===== config.mk =====
export PLATFORM = sky130hd
export DESIGN_NAME = brcomp_seq
export DESIGN_NICKNAME = d
export VERILOG_FILES = /design/src/rtl/brcomp_seq.sv
export SDC_FILE = /design/constraint.sdc
export NUM_CORES = 1
export LEC_CHECK = 0
export CORE_MARGIN = 2
export CORE_UTILIZATION = 54
export DETAILED_ROUTE_END_ITERATION = 10
export GPL_TIMING_DRIVEN = 0
export HOLD_SLACK_MARGIN = 0.1
export PLACE_DENSITY = 0.92
export SYNTH_ARGS = -nofsm -noshare
export SYNTH_HDL_FRONTEND = slang
export SYNTH_SLANG_ARGS = --single-unit

===== constraint.sdc =====
create_clock -name clk -period 5.11 [get_ports clk]
set_input_delay 0.511 -clock clk [delete_from_list [all_inputs] [get_ports clk]]
set_output_delay 0.511 -clock clk [all_outputs]
set_load 0.05 [all_outputs]

===== src/rtl/brcomp_seq.sv =====
// Multi-cycle RV32 branch comparator: scans operands one DIGIT-wide chunk per cycle,
// MSB chunk first, and resolves br_less/br_equal/br_taken under valid/ready handshakes.
module brcomp_seq #(
  parameter int XLEN       = 32,
  parameter int DIGIT      = 8,
  parameter int EARLY_EXIT = 0
) (
  input  logic            clk,
  input  logic            rst,
  input  logic            flush,
  input  logic            in_valid,
  output logic            in_ready,
  input  logic [XLEN-1:0] rs1_data,
  input  logic [XLEN-1:0] rs2_data,
  input  logic [2:0]      br_op,
  output logic            out_valid,
  input  logic            out_ready,
  output logic            br_less,
  output logic            br_equal,
  output logic            br_taken
);

  localparam int NCHUNK = XLEN / DIGIT;
  localparam int CW     = (NCHUNK > 1) ? $clog2(NCHUNK) : 1;
  localparam logic [CW-1:0]   LAST_IDX = CW'(NCHUNK - 1);
  localparam logic [XLEN-1:0] MSB_BIT  = XLEN'(1) << (XLEN - 1);

  generate
    if (XLEN % DIGIT != 0) begin : g_bad_digit
      $fatal(1, "brcomp_seq: XLEN must be a multiple of DIGIT");
    end
  endgenerate

  typedef enum logic [1:0] {IDLE, CMP, DONE} state_t;

  state_t          state, state_next;
  logic [XLEN-1:0] a_reg, b_reg;
  logic [2:0]      op_reg;
  logic [CW-1:0]   cnt;
  logic            decided, less;

  logic [DIGIT-1:0] a_chunk, b_chunk;
  logic             differ, finish, decided_next, less_next, taken_next;

  // Operand registers shift left each CMP cycle, so the current chunk is always on top.
  assign a_chunk  = a_reg[XLEN-1 -: DIGIT];
  assign b_chunk  = b_reg[XLEN-1 -: DIGIT];
  assign in_ready = (state == IDLE);

  always_comb begin
    differ       = (a_chunk != b_chunk);
    decided_next = decided | differ;
    less_next    = decided ? less : (differ & (a_chunk < b_chunk));
    finish       = (cnt == LAST_IDX) || ((EARLY_EXIT != 0) && decided_next);
    case (op_reg)
      3'b000:          taken_next = !decided_next;
      3'b001:          taken_next = decided_next;
      3'b100, 3'b110:  taken_next = less_next;
      3'b101, 3'b111:  taken_next = !less_next;
      default:         taken_next = 1'b0;
    endcase
  end

  always_comb begin
    state_next = state;
    case (state)
      IDLE:    if (in_valid)  state_next = CMP;
      CMP:     if (finish)    state_next = DONE;
      DONE:    if (out_ready) state_next = IDLE;
      default:                state_next = IDLE;
    endcase
    if (flush) state_next = IDLE;
  end

  always_ff @(posedge clk or posedge rst) begin
    if (rst) state <= IDLE;
    else     state <= state_next;
  end

  always_ff @(posedge clk or posedge rst) begin
    if (rst) begin
      a_reg     <= '0;
      b_reg     <= '0;
      op_reg    <= '0;
      cnt       <= '0;
      decided   <= 1'b0;
      less      <= 1'b0;
      out_valid <= 1'b0;
      br_less   <= 1'b0;
      br_equal  <= 1'b0;
      br_taken  <= 1'b0;
    end else if (flush) begin
      cnt       <= '0;
      decided   <= 1'b0;
      out_valid <= 1'b0;
    end else begin
      case (state)
        IDLE: if (in_valid) begin
          // Signed compares flip both sign bits so one unsigned scan serves all ops.
          a_reg   <= br_op[1] ? rs1_data : (rs1_data ^ MSB_BIT);
          b_reg   <= br_op[1] ? rs2_data : (rs2_data ^ MSB_BIT);
          op_reg  <= br_op;
          cnt     <= '0;
          decided <= 1'b0;
          less    <= 1'b0;
        end
        CMP: begin
          a_reg   <= a_reg << DIGIT;
          b_reg   <= b_reg << DIGIT;
          cnt     <= cnt + CW'(1);
          decided <= decided_next;
          less    <= less_next;
          if (finish) begin
            out_valid <= 1'b1;
            br_less   <= less_next;
            br_equal  <= !decided_next;
            br_taken  <= taken_next;
          end
        end
        DONE: if (out_ready) out_valid <= 1'b0;
        default: ;
      endcase
    end
  end

endmodule

==> reports/metrics.yaml <==
run_status:
  run_status: "complete, no violations"
min_path:
  min-delay-path-class: "flip-flop to flip-flop"
floorplanning:
  core_area_um2: 6460
  initial_utilization_pct: 56.5
  pin_count: 77
  placementRows: 29
  die_h_um: 86.2
  die_width_um: 86.2
  die_area_um2: 7430
logic_synthesis:
  synth_top_cell_area_share_pct: 52.8
  ys_dominant_reg_cell: "dfrtp_1"
  sequential_to_total_area_share_from_yosys_stat_pct: 52.8
  yosys.area.top_type: "dfrtp_1"
  synth.yosys.warnings: 0
  synthesis.area_um2: 3650
  syn_area_per_cell_um2: 9.86
  synth_cell_type_count: 34
  postSynthCellCount: 370
  synth_seq_cells: 77
  dominant_cells_by_area_after_synthesis: "dfrtp_1 53%, mux2i_1 13%, nand2_1 9.0%"
  async_reset_ff_share_pct: 100
  synth_edf_count: 0
  synth_fp_nets: 451
worst_setup_path:
  cpMaxStageDelayCell: "clkdlybuf4s50_1"
  timing.critical_path.slowest_cell_delay_ns: 0.80
  arrival_ns: 1.80
  cp_cell_sequence: "buf_2 -> nor2_1 -> clkdlybuf4s50_1"
  worstPathRequired_ns: 4.60
  critical_path.endpoint_type: "output pin"
  crit_type: "flip-flop to output pin"
  setup.worst_path.start_class: "flip-flop"
  worst-path-max-fanout: 10
route:
  total_wire_length_after_detailed_routing_mm: 8.84
  post-route-drc-count: 0
  num_vias: 3096
  avgRoutedWirePerCell_um: 16.4
  detail_route.iter0.violations: 249
  ant_nets: 0
  drt_pre_antenna_iters: 4
  vias_per_cell: 5.74
clocking:
  tritoncts: "done"
  cts_hold_buffers: 0
  worst_setup_hold_path_clk_slew_ns: 0.08
  clock_insertion_delay_worst_skew_ns: 0.35
  cts-htree-levels: 3
  cts_made_buffers: 9
  clk_path_buf_depth: 2
  postCtsResizedCells: 0
  cts_setup_buffers: 0
  cts_num_sinks: 77
  clockRootBuffer: "clkbuf_8"
timing:
  finalCritPeriodShare_pct: 45.3
  timing.clock.skew_ns: 0.00812
  final_setup_violations: 0
  setup-tns-final_ns: 0
  final-hold-violation-count: 0
  slew_headroom_pct: 46.9
  grt_setup_unrepaired: "false"
  fmax_ghz: 0.432
  worst_slew_pin_slew_ns: 0.789
  finalCriticalPeriod_ns: 2.31
  final-max-slew-violation-count: 0
  fin_ws_ns: 2.80
placement:
  detailed_place_hpwl_mm: 6.26
  dp_worst_setup_slack_ns: 2.82
  routabilityCongestion: 0.819
  buffer_ports.inserted: 75
grt:
  first_global_vias: 3240
  grt_pass1_wl_mm: 14.6
  pin_count_of_the_biggest_net_entering_global_routing: 78
  grt_antenna_before_repair: 0
  gr-usage-all-layers_pct: 25.5
  grt_remaining_overflow: 0
final_layout:
  final.fill_count: 453
  area_growth_pct: 30.2
  final_layout_size_suffix_gt1_share_pct: 7.58
  mostFrequentLayoutCell: "nand2_1"
  most-common-layout-cells: "87 x nand2_1, 77 x dfrtp_1, 75 x clkdlybuf4s50_1, 63 x o21ai_0, 46 x mux2i_1"
  finish.net_count: 538
  insertedDiodeCount: 0
power_and_ir_drop:
  worst_ir_drop_vdd_uv: 176
  report.power.total_mw: 1.70
  power.density_nw_per_um2: 357
  leakagePower_nw: 2.23
run:
  max_cap_violations: 0
-- final timing paths --
path	startpoint	endpoint	slack [ns]	cells after the start
worst max-delay path	state[1]	in_ready	2.80	3
worst min-delay path	br_less	br_less	0.48	2
worst max register to register	a_reg[24]	br_taken	2.91	7
worst min register to register	br_less	br_less	0.48	2
max in group asynchronous	rst	cnt[1]	4.22	3
min in group asynchronous	rst	a_reg[2]	0.59	3
-- power breakdown --
part	internal [mW]	switching, mW	leakage [nW]
Sequential	0.720	0.0686	0.972
Clock	0.301	0.223	0.116
Combinational	0.183	0.203	1.15
Total	1.20	0.494	2.23
-- metal layers --
metal	GRT usage [%]	wire [µm]	vias to the layer above	share of wire, %
li1	-	-	1441	-
met5	0	0	-	0
met2	43.6	4550	108	51
met4	12.8	262	0	3.0
met3	3.52	427	29	4.8
met1	31.8	3600	1518	41
-- area by class of cell --
type / count / area, µm² / area share [%]
tap: 77 / 96.3 / 2.03
multi-input combinational: 258 / 1560 / 32.8
sequential: 77 / 1930 / 40.6
clock inverter: 4 / 70.1 / 1.47
timing repair buffer: 76 / 778 / 16.4
clock buffer: 12 / 155 / 3.27
inverter: 11 / 43.8 / 0.922
buffer: 24 / 121 / 2.55
-- through the flow --
step           hold slack (ns)  utilization (%)  cell area, µm²  std cells
2_1_floorplan            0.449                -            3650        370
3_3_place_gp             0.460             69.6            4500        522
3_5_place_dp             0.470             70.1            4530        523
4_1_cts                  0.487             73.6            4750        539
5_1_grt                  0.506             73.6            4750        539
6_report                 0.485             73.6            4750        539
-- cell families (layout without fill, tap and decap cells) --
family                     Yosys count  after routing  synth area share [%]
DFF                                 77             77                  52.8
AOI/OAI and AO/OA                   86             86                  12.7
buffers and inverters               35            127                  4.46
and+or+nand+nor                    110            110                  12.5
muxes                               49             49                  13.5
xor gates and xnor gates             4              4                 0.960
adders and majority gates            9              9                  3.09
-- synth_stat cells, types with 2 or more instances --
cell type  instances
o21ai_1            8
or3_1              2
clkbuf_1          10
nand2b_1           3
nor2b_1            2
a21oi_1            7
and3_1             2
mux2i_1           46
a221o_1            2
dfrtp_1           77
inv_1             11
buf_2             10
nand4_1            2
mux2_2             3
o21ai_0           63
buf_6              2
xor2_1             3
nor2_1             6
ha_1               9
nor4_1             2
nand2_1           87
-- worst max-delay path, delay by kind of cell, from the launching register on --
kind                   cells  cell delay, ns
buffers and inverters      2            0.97
DFF                        1            0.39
and+or+nand+nor            1            0.09
(Power assumes the default switching activity.)
==> patch 1, RTL diff (same settings) <==
Make the reset (`rst`) synchronous in 2 clocked blocks.
--- a/src/rtl/brcomp_seq.sv
+++ b/src/rtl/brcomp_seq.sv
@@ -74,3 +74,3 @@
 
-  always_ff @(posedge clk or posedge rst) begin
+  always_ff @(posedge clk) begin
     if (rst) state <= IDLE;
@@ -79,3 +79,3 @@
 
-  always_ff @(posedge clk or posedge rst) begin
+  always_ff @(posedge clk) begin
     if (rst) begin
Formal check against the unedited RTL: differs if rst is asserted again (counterexample within 4 cycles, from zero or initial values and one cycle with rst high); with rst held inactive, the same outputs for 10 cycles.
==> patch 1 against the unedited design <==
  * Critical path type unchanged
  * Area after synthesis is 1.8% lower
  * Routed wire length is 11% higher
  * Critical path depth stayed put
  * Sequential cell count stayed put
  * Count of clock-buffer cells in the layout is 2 lower
  * Final area is 2.0% lower
  * Via count is 13% higher
  * Power is 16% lower
  * Worst setup slack better by 0.0056 ns
==> patch 1: results (changes against the unedited design) <==
\begin{tabular}{lr}
\hline
Metric & Value \\
\hline
\multicolumn{2}{l}{\textbf{Run status}} \\
Run status & finished clean \\
\multicolumn{2}{l}{\textbf{Placed design}} \\
Post-Place Setup Slack & 2.95 ns (+0.128 ns) \\
Instance area after placement & 0.00443 mm2 (-2.1\%) \\
Routability-driven placement congestion ratio & 0.876 (+7.0\%) \\
Placed cell count & 592 (+13\%) \\
\multicolumn{2}{l}{\textbf{Setup path}} \\
Reg-to-Reg End & br\_taken\$\_SDFFE\_PP0P\_ \\
Startpoint of the worst setup timing path & state[1]\$\_SDFFE\_PP0P\_ \\
Worst R2R Setup Slack & 3.13 ns (+0.22 ns) \\
\multicolumn{2}{l}{\textbf{Worst hold path}} \\
Hold Path Origin & b\_reg[6]\$\_SDFFE\_PP0P\_ \\
\multicolumn{2}{l}{\textbf{Logic synthesis}} \\
Unique masters post-synth & 40 (+18\%) \\
Number of instances in the synthesized netlist & 440 (+19\%) \\
Share of synthesized area spent on multiplexers & 0.838\% (-13 points) \\
Adder-cell area share of the yosys netlist & 3.14\% (+0.056 points) \\
Fraction of registers with async set or reset after synthesis & 0\% (-100 points) \\
Top cell types by occurrence after synthesis & sky130\_fd\_sc\_hd\_\_nand2\_1 (117), sky130\_fd\_sc\_hd\_\_dfxtp\_1 (77), sky130\_fd\_sc\_hd\_\_nor2\_1 (58) \\
Leading cell types by total area after synthesis & sky130\_fd\_sc\_hd\_\_dfxtp\_1 (43\%), sky130\_fd\_sc\_hd\_\_nand2\_1 (12\%), sky130\_fd\_sc\_hd\_\_a311oi\_1 (8.8\%) \\
\multicolumn{2}{l}{\textbf{STA}} \\
Tightest hold margin & 0.455 ns (-0.0293 ns) \\
Worst slew margin relative to its limit & 54.6\% (+7.7 points) \\
Clk\_skew & 0.00502 ns (-0.00310 ns) \\
\multicolumn{2}{l}{\textbf{Cells and area}} \\
Number of nets at the end of the flow & 607 (+13\%) \\
NonClk Buf Share & 20.2\% (+1.3 points) \\
Final design instance area without fill & 0.00465 mm2 (-2.0\%) \\
Share of cells above drive strength 1 & 11.3\% (+3.7 points) \\
Inverters, non-clock & 8 (-3) \\
Number of clock buffers in the layout & 10 (-2) \\
Share of the final layout cell area in sequential cells & 33.1\% (-7.4 points) \\
Filler cell count in the final layout & 487 (+7.5\%) \\
Clock distribution area overhead in the final layout & 4.81\% (+0.071 points) \\
\multicolumn{2}{l}{\textbf{Detailed routing}} \\
Number of optimization iterations in the first detailed-route pass & 5 (+1) \\
Routed wl met2 & 4980 um (+9.4\%) \\
Detailed-routing wirelength on met1 & 3940 um (+9.4\%) \\
Vias & 3495 (+13\%) \\
Vias per std cell & 5.75 (about the same) \\
\multicolumn{2}{l}{\textbf{GRT}} \\
First-pass GRT wire length & 15900 um (+9.1\%) \\
\multicolumn{2}{l}{\textbf{Pwr}} \\
Maximum VDD drop & 0.232 mV (+32\%) \\
\hline
\end{tabular}
==> patch 1: changes by cell type after synthesis, moves of 36 or more <==
cell	delta
sky130_fd_sc_hd__dfxtp_1	+77
sky130_fd_sc_hd__nor2_1	+52
sky130_fd_sc_hd__a311oi_1	+36
sky130_fd_sc_hd__dfrtp_1	-77
sky130_fd_sc_hd__o21ai_0	-59
sky130_fd_sc_hd__mux2i_1	-43
==> patch 1: logic make-up (layout without fill, tap and decap cells) <==
| group | count (synthesis) | in the layout |
|---|---|---|
| DFF | 77 | 77 |
| and+or+nand+nor | 214 | 214 |
| adders and majority gates | 9 | 9 |
| AOI/OAI and AO/OA | 87 | 87 |
| xor gates and xnor gates | 4 | 4 |
| muxes | 3 | 3 |
| buffers and inverters | 46 | 137 |
==> patch 1: layer usage <==
metal	global-route usage, %	vias up
li1	-	1694
met1	33.0	1606
met2	48.3	169
met3	5.16	26
met4	14.9	0
met5	0	-
==> patch 1: power breakdown <==
| group | leakage (nW) | switching (mW) | internal (mW) | total, mW |
|---|---|---|---|---|
| Clock | 0.112 | 0.232 | 0.287 | 0.519 |
| Sequential | 0.633 | 0.0217 | 0.638 | 0.659 |
| Combinational | 1.01 | 0.127 | 0.119 | 0.246 |
| Total | 1.76 | 0.381 | 1.04 | 1.42 |
==> patch 1: critical path, stage by stage (launching register included) <==
cell and delay, ns:
sky130_fd_sc_hd__dfxtp_1 0.35, sky130_fd_sc_hd__buf_2 0.18, sky130_fd_sc_hd__nor2_1 0.10, sky130_fd_sc_hd__clkdlybuf4s50_1 0.80
==> patch 2, RTL diff (config.mk and constraints unchanged) <==
Made on the original files. `DIGIT`: 8 -> 32.
--- a/src/rtl/brcomp_seq.sv
+++ b/src/rtl/brcomp_seq.sv
@@ -4,3 +4,3 @@
   parameter int XLEN       = 32,
-  parameter int DIGIT      = 8,
+  parameter int DIGIT      = 32,
   parameter int EARLY_EXIT = 0
Function: changed (Yosys sat finds a counterexample within 4 cycles, from zero or initial values and one cycle with rst high).
==> patch 2 against the unedited design <==
  * Sequential power down 2.9%
  * Worst setup slack worse by 0.076 ns
  * Utilization down 0.79 points
  * Synthesized cell count up 12%
  * Die area up 4.7%
  * Routed wire length up 7.3%
  * Power up 13%
  * Final area up 4.6%
  * Critical path depth up 4
  * Area after synthesis up 4.9%
  * First-iteration DRC count up 20%
  * Combinational power up 44%
  * Sequential share of layout area down 2.3 points
  * Sequential cell count down 1
==> patch 2: results (changes against the unedited design) <==
\begin{tabular}{lr}
\hline
Metric & Value \\
\hline
\multicolumn{2}{l}{\textbf{Pwr}} \\
Switching share of power & 31.0\% (+1.9 points) \\
Maximum VDD drop & 0.236 mV (+34\%) \\
\multicolumn{2}{l}{\textbf{GRT}} \\
Global routing met2 resource utilization & 45.5\% (+2.0 points) \\
Aggregate global-route resource usage & 26.9\% (+1.4 points) \\
Via count of the first global-routing pass & 3414 (+5.4\%) \\
Largest net degree at the start of global routing & 77 (-1.3\%) \\
Global-route track usage on met1 & 33.7\% (+1.9 points) \\
Global routing met3 resource utilization & 4.81\% (+1.3 points) \\
First-pass GRT wire length & 15800 um (+8.6\%) \\
\multicolumn{2}{l}{\textbf{Setup path}} \\
Critical path arrival & 2.65 ns (+0.85 ns) \\
Top cell family by delay on the critical path & simple AND/OR/NAND/NOR gates \\
Standard cell with the maximum stage delay on the critical path & sky130\_fd\_sc\_hd\_\_nor4\_2 \\
CP peak stage delay & 0.51 ns (-0.29 ns) \\
\multicolumn{2}{l}{\textbf{Cells and area}} \\
Finished Layout Cells & 603 (+12\%) \\
Number of nets at the end of the flow & 606 (+13\%) \\
Share of cells above drive strength 1 & 6.71\% (-0.87 points) \\
\multicolumn{2}{l}{\textbf{Clock tree}} \\
Htree depth & 3 (unchanged) \\
\multicolumn{2}{l}{\textbf{Placed design}} \\
Routability-driven placement congestion ratio & 0.872 (+6.5\%) \\
Post-Place Setup Slack & 2.53 ns (-0.289 ns) \\
Instance area after placement & 0.00470 mm2 (+3.9\%) \\
Placed cell count & 587 (+12\%) \\
HPWL Detailed & 6740 um (+7.6\%) \\
\multicolumn{2}{l}{\textbf{Run status}} \\
Run status & finished clean \\
\multicolumn{2}{l}{\textbf{Detailed routing}} \\
Routed len/inst & 15.7 um (-4.1\%) \\
Vias per std cell & 5.58 (-2.8\%) \\
Drt first-iter violations & 299 (+20\%) \\
Number of optimization iterations in the first detailed-route pass & 5 (+1) \\
\multicolumn{2}{l}{\textbf{Logic synthesis}} \\
Top cell types by occurrence after synthesis & sky130\_fd\_sc\_hd\_\_dfrtp\_1 (76), sky130\_fd\_sc\_hd\_\_nand2\_1 (74), sky130\_fd\_sc\_hd\_\_nand3\_1 (66) \\
Leading cell types by total area after synthesis & sky130\_fd\_sc\_hd\_\_dfrtp\_1 (50\%), sky130\_fd\_sc\_hd\_\_ha\_1 (10\%), sky130\_fd\_sc\_hd\_\_nand3\_1 (8.6\%) \\
Unique masters post-synth & 40 (+18\%) \\
Synthesized area divided by synthesized cell count & 9.20 um2 (-6.7\%) \\
Proportion of synthesized chip area in sequential cells & 49.7\% (-3.1 points) \\
Net count after synthesis & 520 (+15\%) \\
\multicolumn{2}{l}{\textbf{STA}} \\
Clk\_skew & 0.00968 ns (+0.00156 ns) \\
Least-Margin Pin Slew & 0.904 ns (+0.115 ns) \\
\multicolumn{2}{l}{\textbf{Worst hold path}} \\
Hold Path Origin & op\_reg[2]\$\_DFFE\_PP0P\_ \\
\hline
\end{tabular}
-- patch 2: cell count changes after synthesis, sizes merged, moves of 10 or more --
cell,before,now
ha,9,32
mux2i,46,0
buf,14,4
o21ai,71,36
inv,11,37
nand2,87,75
nand3,0,66
-- patch 2: routing by layer --
metal / up-vias / share of wire, %
li1: 1587 / -
met1: 1592 / 39
met2: 153 / 50
met3: 33 / 7.5
met4: 0 / 3.8
met5: - / 0
-- patch 2: final timing paths --
check / slack [ns] / to / cells after the start
max in group asynchronous: 3.81 / a_chunk[13]$_DFFE_PP0P_ / 2
min reg2reg: 0.48 / br_taken$_DFFE_PP0P_ / 1
max: 2.72 / br_taken$_DFFE_PP0P_ / 7
min in group asynchronous: 0.73 / a_chunk[8]$_DFFE_PP0P_ / 2
max reg2reg: 2.72 / br_taken$_DFFE_PP0P_ / 7
min: 0.48 / br_taken$_DFFE_PP0P_ / 1
-- patch 2: kinds of logic after synthesis --
kind of cell	synth area share, %
AOI/OAI and AO/OA	10.8
xor gates and xnor gates	0.915
and+or+nand+nor	21.2
DFF	49.7
adders and majority gates	10.5
buffers and inverters	5.78
muxes	1.18
-- patch 2: power by group through the flow --
stage / Combinational (mW) / Sequential, mW / Clock, mW
detailed placement: 0.541 / 0.776 / 0
floorplan: 0.332 / 0.794 / 0
CTS: 0.552 / 0.766 / 0.601
global route: 0.620 / 0.779 / 0.629
global placement: 0.505 / 0.771 / 0
finish: 0.554 / 0.766 / 0.599
-- patch 2: final cells by class --
class | count | area [um2]
clock inverter | 3 | 90.1
timing repair buffer | 75 | 751
inverter | 37 | 141
clock buffer | 13 | 179
fill | 486 | 1860
multi-input combinational | 281 | 1710
sequential | 76 | 1900
buffer | 22 | 82.6
tap | 96 | 120
